`src/rtl/spart_tx_if.sv`:
```
// Bus-side handshake of the SPART transmitter: driver write strobe/data
// plus the status and serial outputs that the transmitter returns.
interface spart_tx_if #(
   parameter int DATA_BITS = 8
);
   logic                 iocs;
   logic                 iorw;
   logic [1:0]           ioaddr;
   logic [DATA_BITS-1:0] tx_data;
   logic                 tbr;
   logic                 txd;
   logic                 shift;
   logic                 busy;

   modport master (
      output iocs, iorw, ioaddr, tx_data,
      input  tbr, txd, shift, busy
   );

   modport slave (
      input  iocs, iorw, ioaddr, tx_data,
      output tbr, txd, shift, busy
   );
endinterface

```
`src/rtl/spart_tx.sv`:
```
// SPART transmitter: one-deep holding buffer feeding an 8N1 shifter that
// advances one bit every OVERSAMPLE baud ticks; back-to-back frames are gapless.
module spart_tx #(
   parameter int OVERSAMPLE = 16,
   parameter int DATA_BITS  = 8
) (
   input  logic      clk,
   input  logic      rst,
   input  logic      enable,
   spart_tx_if.slave bus
);
   localparam int CW = $clog2(OVERSAMPLE);
   localparam int IW = (DATA_BITS > 1) ? $clog2(DATA_BITS) : 1;

   typedef enum logic [1:0] {
      S_IDLE,
      S_START,
      S_DATA,
      S_STOP
   } state_e;

   state_e               state_q, state_d;
   logic [CW-1:0]        tick_q, tick_d;
   logic [IW-1:0]        idx_q, idx_d;
   logic [DATA_BITS-1:0] buf_q, buf_d;
   logic [DATA_BITS-1:0] shreg_q, shreg_d;
   logic                 full_q, full_d;
   logic                 tbr_q, tbr_d;
   logic                 txd_q, txd_d;
   logic                 shift_q, shift_d;
   logic                 busy_q, busy_d;
   logic                 wr_accept;
   logic                 bit_done;

   // tbr_q is only ever the registered inverse of full_q, so gating on it
   // keeps a write from ever landing on the same edge as a buffer transfer.
   assign wr_accept = bus.iocs && !bus.iorw && (bus.ioaddr == 2'b00) && tbr_q;
   assign bit_done  = enable && (tick_q == CW'(OVERSAMPLE - 1));

   always_comb begin
      state_d = state_q;
      tick_d  = tick_q;
      idx_d   = idx_q;
      buf_d   = buf_q;
      shreg_d = shreg_q;
      full_d  = full_q;
      txd_d   = txd_q;
      shift_d = 1'b0;
      busy_d  = busy_q;

      if (state_q != S_IDLE && enable) begin
         tick_d = tick_q + CW'(1);
      end

      case (state_q)
         S_IDLE: begin
            tick_d = '0;
            idx_d  = '0;
            if (full_q) begin
               shreg_d = buf_q;
               full_d  = 1'b0;
               state_d = S_START;
               txd_d   = 1'b0;
               busy_d  = 1'b1;
            end
         end
         S_START: begin
            if (bit_done) begin
               state_d = S_DATA;
               tick_d  = '0;
               idx_d   = '0;
               txd_d   = shreg_q[0];
               shift_d = 1'b1;
            end
         end
         S_DATA: begin
            if (bit_done) begin
               tick_d  = '0;
               shift_d = 1'b1;
               if (idx_q == IW'(DATA_BITS - 1)) begin
                  state_d = S_STOP;
                  txd_d   = 1'b1;
               end else begin
                  idx_d   = idx_q + IW'(1);
                  shreg_d = shreg_q >> 1;
                  txd_d   = shreg_d[0];
               end
            end
         end
         S_STOP: begin
            if (bit_done) begin
               tick_d  = '0;
               shift_d = 1'b1;
               // Chain straight into the next start bit when a byte is waiting.
               if (full_q) begin
                  shreg_d = buf_q;
                  full_d  = 1'b0;
                  state_d = S_START;
                  txd_d   = 1'b0;
               end else begin
                  state_d = S_IDLE;
                  txd_d   = 1'b1;
                  busy_d  = 1'b0;
               end
            end
         end
         default: begin
            state_d = S_IDLE;
         end
      endcase

      if (wr_accept) begin
         buf_d  = bus.tx_data;
         full_d = 1'b1;
      end
      tbr_d = ~full_d;
   end

   always_ff @(posedge clk or posedge rst) begin
      if (rst) begin
         state_q <= S_IDLE;
         tick_q  <= '0;
         idx_q   <= '0;
         buf_q   <= '0;
         shreg_q <= '0;
         full_q  <= 1'b0;
         tbr_q   <= 1'b1;
         txd_q   <= 1'b1;
         shift_q <= 1'b0;
         busy_q  <= 1'b0;
      end else begin
         state_q <= state_d;
         tick_q  <= tick_d;
         idx_q   <= idx_d;
         buf_q   <= buf_d;
         shreg_q <= shreg_d;
         full_q  <= full_d;
         tbr_q   <= tbr_d;
         txd_q   <= txd_d;
         shift_q <= shift_d;
         busy_q  <= busy_d;
      end
   end

   assign bus.tbr   = tbr_q;
   assign bus.txd   = txd_q;
   assign bus.shift = shift_q;
   assign bus.busy  = busy_q;
endmodule

```
`src/flat_wrapper.sv`:
```
// flat-port wrapper written by rule: the top's interface ports become plain ports
module spart_tx_flat 
#(
   parameter int OVERSAMPLE = 16,
   parameter int DATA_BITS  = 8
)
  (clk, rst, enable, bus_iocs, bus_iorw, bus_ioaddr, bus_tx_data, bus_tbr, bus_txd, bus_shift, bus_busy);
  spart_tx_if #(.DATA_BITS(DATA_BITS)) bus_i ();
  input  logic clk;
  input  logic rst;
  input  logic enable;
  input wire logic [$bits(bus_i.iocs)-1:0] bus_iocs;
  input wire logic [$bits(bus_i.iorw)-1:0] bus_iorw;
  input wire logic [$bits(bus_i.ioaddr)-1:0] bus_ioaddr;
  input wire logic [$bits(bus_i.tx_data)-1:0] bus_tx_data;
  output wire logic [$bits(bus_i.tbr)-1:0] bus_tbr;
  output wire logic [$bits(bus_i.txd)-1:0] bus_txd;
  output wire logic [$bits(bus_i.shift)-1:0] bus_shift;
  output wire logic [$bits(bus_i.busy)-1:0] bus_busy;
  assign bus_i.iocs = bus_iocs;
  assign bus_i.iorw = bus_iorw;
  assign bus_i.ioaddr = bus_ioaddr;
  assign bus_i.tx_data = bus_tx_data;
  assign bus_tbr = bus_i.tbr;
  assign bus_txd = bus_i.txd;
  assign bus_shift = bus_i.shift;
  assign bus_busy = bus_i.busy;
  spart_tx #(.OVERSAMPLE(OVERSAMPLE), .DATA_BITS(DATA_BITS)) u_core (.clk(clk), .rst(rst), .enable(enable), .bus(bus_i));
endmodule
```
`config.mk`:
```
export PLATFORM = sky130hd
export DESIGN_NAME = spart_tx_flat
export DESIGN_NICKNAME = d
export VERILOG_FILES = /design/src/rtl/spart_tx_if.sv /design/src/rtl/spart_tx.sv /design/src/flat_wrapper.sv
export SDC_FILE = /design/constraint.sdc
export NUM_CORES = 1
export LEC_CHECK = 0
export CORE_UTILIZATION = 49
export DETAILED_ROUTE_END_ITERATION = 7
export GPL_ROUTABILITY_DRIVEN = 0
export PLACE_DENSITY = 0.79
export REMOVE_ABC_BUFFERS = 1
export SETUP_SLACK_MARGIN = 0.1
export SKIP_CTS_REPAIR_TIMING = 1
export SYNTH_ARGS = -nofsm -noshare
export SYNTH_HDL_FRONTEND = slang
export SYNTH_SLANG_ARGS = --single-unit
export TNS_END_PERCENT = 5
```
`constraint.sdc`:
```
create_clock -name clk -period 1.65 [get_ports clk]
set_clock_uncertainty 0.1 [all_clocks]
set_input_delay 0.33 -clock clk [delete_from_list [all_inputs] [get_ports clk]]
set_output_delay 0.33 -clock clk [all_outputs]
set_load 0.01 [all_outputs]
```
==> results by group <==
Outcome
  • Outcome: finished, violations left
  • Violated checks: design-rule violations, negative setup slack

Worst setup path
  • Crit path DAT: 1920 ps
  • Slowest cell on crit path: dfrtp_2
  • Worst stage delay on the critical path: 430 ps
  • CP max FO: 14
  • Reg2Reg Launch Point: u_core.state_q[0]
  • CP Class: reg -> reg
  • Crit start category: flop
  • Critical Path, Cell by Cell: inv_1 -> ha_2 -> buf_12 -> a31oi_4 -> mux2_2
  • Worst endpoint required time: 1780 ps
  • CP Launch Point: u_core.state_q[0]
  • Reg2Reg Depth: 5
  • Worst setup EP type: flop

Layout
  • Final net count: 189
  • Most frequent cells in the layout: dfrtp_1 (26), mux2_2 (25), buf_4 (18), clkdlybuf4s50_1 (14)
  • Post-route design area: 2020 um2
  • Fillcell total: 213
  • Layout cells sized above 1: 0.413
  • Area grow syn2layout: 31.2%
  • N_diodes: 0
  • Most common cell after layout, fill and taps aside: dfrtp_1
  • Area used by multi-input combinational logic: 737 um2
  • FF+latch area: 756 um2
  • Fin util: 0.702

Clocking
  • CTS buffer count: 5
  • Clock-pin slew on the worst setup and hold paths: 100 ps
  • Root Driver: clkbuf_4
  • TritonCTS clock tree: built
  • Clk_lat worst skew: 340 ps
  • CTS H-Tree Depth: 2
  • TritonCTS Sinks: 30
  • Bufs on Longest Clock Path: 2

Global route
  • Grt total ovfl: 0
  • Pin count of the biggest net entering global routing: 31
  • Tot GR Track Use: 0.199
  • First-pass GRT wire length: 4900 um
  • Vias in the first global route: 1093
  • Initial antenna violation count: 0

Placed design
  • Dpl cell area: 1900 um2
  • Pre-CTS setup slack: -444 ps
  • Port Buffers: 18
  • Final HPWL DP: 2140 um

Floorplanning
  • Full die area: 3370 um2
  • FP Rows: 19
  • Die height: 58.1 um
  • Die width: 58.1 um
  • Starting Density: 0.535
  • Number of top-level pins: 19
  • Core Region: 2880 um2

STA
  • Hold Violations, Final: 0
  • Setup violations, final: 11
  • Least-Margin Pin Slew: 377 ps
  • Final Slew Violations: 0
  • Worst hold slack: 263 ps
  • Period minus WS final: 1790 ps
  • Fmax achieved: 557 MHz
  • Unrepaired setup endpoints after global routing: true
  • PnR worst setup slack: -144 ps
  • Final Cycle Share: 1.09
  • Worst slew margin: 0.749

Power and ir drop
  • PwrDens: 1650 nW/um2
  • Lkg Pwr: 0.971 nW
  • VDD IR-drop max: 0.806 mV
  • Total Power: 3.33 mW

Synthesis
  • Synthesized flop and latch total: 30
  • Yosys warns: 0
  • EDFF count, synth: 0
  • Cells after Synth: 126
  • Ys flop type: dfrtp_1
  • Share of synthesized registers carrying an async set or reset: 1.00
  • Sequential share of the synthesized area: 0.489
  • Mapped Area: 1540 um2
  • Synth unique cells: 33
  • Avg Cell Area, Syn: 12.2 um2

Routing
  • Vias post-DR: 1069
  • Residual DRC: 1
  • WL final: 2890 um
  • Detailed router's first-iteration violation count: 12
  • Per-cell routed wire length: 13.8 um
  • Routed Antenna Nets: 0
  • First-pass detailed-route iteration total: 6
  • Vias per cell: 5.11

Hold path
  • Hold WC Path Type: in -> async

Job
  • Maxcap violations: 0
==> metal layers <==
layer,part of all wire,track usage,vias up
li1,-,-,525
met1,0.45,0.232,517
met2,0.49,0.328,19
met3,0.038,0.0692,8
met4,0.021,0.0918,0
met5,0,0,-
==> synthesized netlist by cell type, types with 2 or more instances <==
cell type  count  area, um2
dfrtp_1       28        701
mux2_2        25        282
inv_1          9       33.8
nor2_1         9       33.8
ha_1           8        100
a21oi_1        7       35.0
o21ai_0        6       30.0
nand2_1        4       15.0
a22o_1         2       17.5
and3_1         2       12.5
buf_6          2       22.5
clkbuf_1       2       7.51
dfstp_2        2       52.6
==> registers in the layout (all words and copies together) (netlist names), 2 cells and up <==
name / flops
u_core.tick_q: 4
u_core.state_q: 2
u_core.shreg_q: 8
u_core.buf_q: 8
u_core.idx_q: 3
==> kinds of logic after synthesis <==
logic type	Yosys count	share of synthesized area
xor gates and xnor gates	1	0.00569
DFF	30	0.489
AOI/OAI and AO/OA	23	0.117
and+or+nand+nor	24	0.0877
buffers and inverters	14	0.0463
muxes	26	0.189
adders and majority gates	8	0.0650
==> power by group <==
group          internal (mW)  total (mW)  switching, mW  leakage [nW]
combinational          0.866        1.53          0.663         0.551
clock                  0.362       0.617          0.255        0.0455
sequential              1.02        1.19          0.172         0.375
total                   2.24        3.33           1.09         0.971
==> cell type report <==
type / count / area share
Sequential cell: 30 / 0.374
Multi-Input combinational cell: 82 / 0.365
Timing Repair Buffer: 38 / 0.176
Clock buffer: 7 / 0.0272
Tap cell: 42 / 0.0260
Inverter: 9 / 0.0167
Clock inverter: 1 / 0.0149
==> worst max-delay path, delay by kind of cell, from the launching register on <==
kind            cells  cell delay (ps)
mux                 1              380
fa+ha+maj           1              220
buf+inv             2              230
compound gates      1              320
flops               1              430
==> metrics by stage <==
step / std cells / setup TNS (ps)
4_1_cts: 209 / -3190
5_1_grt: 209 / -2220
3_5_place_dp: 201 / -8000
2_1_floorplan: 121 / -2790
3_3_place_gp: 201 / -7080
6_report: 209 / -1360
==> final timing paths <==
kind,end,slack (ps)
max in group asynchronous,u_core.bus.tbr,870
worst max-delay path,u_core.shreg_q[5],-140
min in group clk,u_core.bus.txd,410
worst min register to register,u_core.bus.txd,410
worst min-delay path,u_core.shreg_q[1],260
worst max register to register,u_core.shreg_q[5],-140
Note: power is estimated with default switching activity, not from simulation.
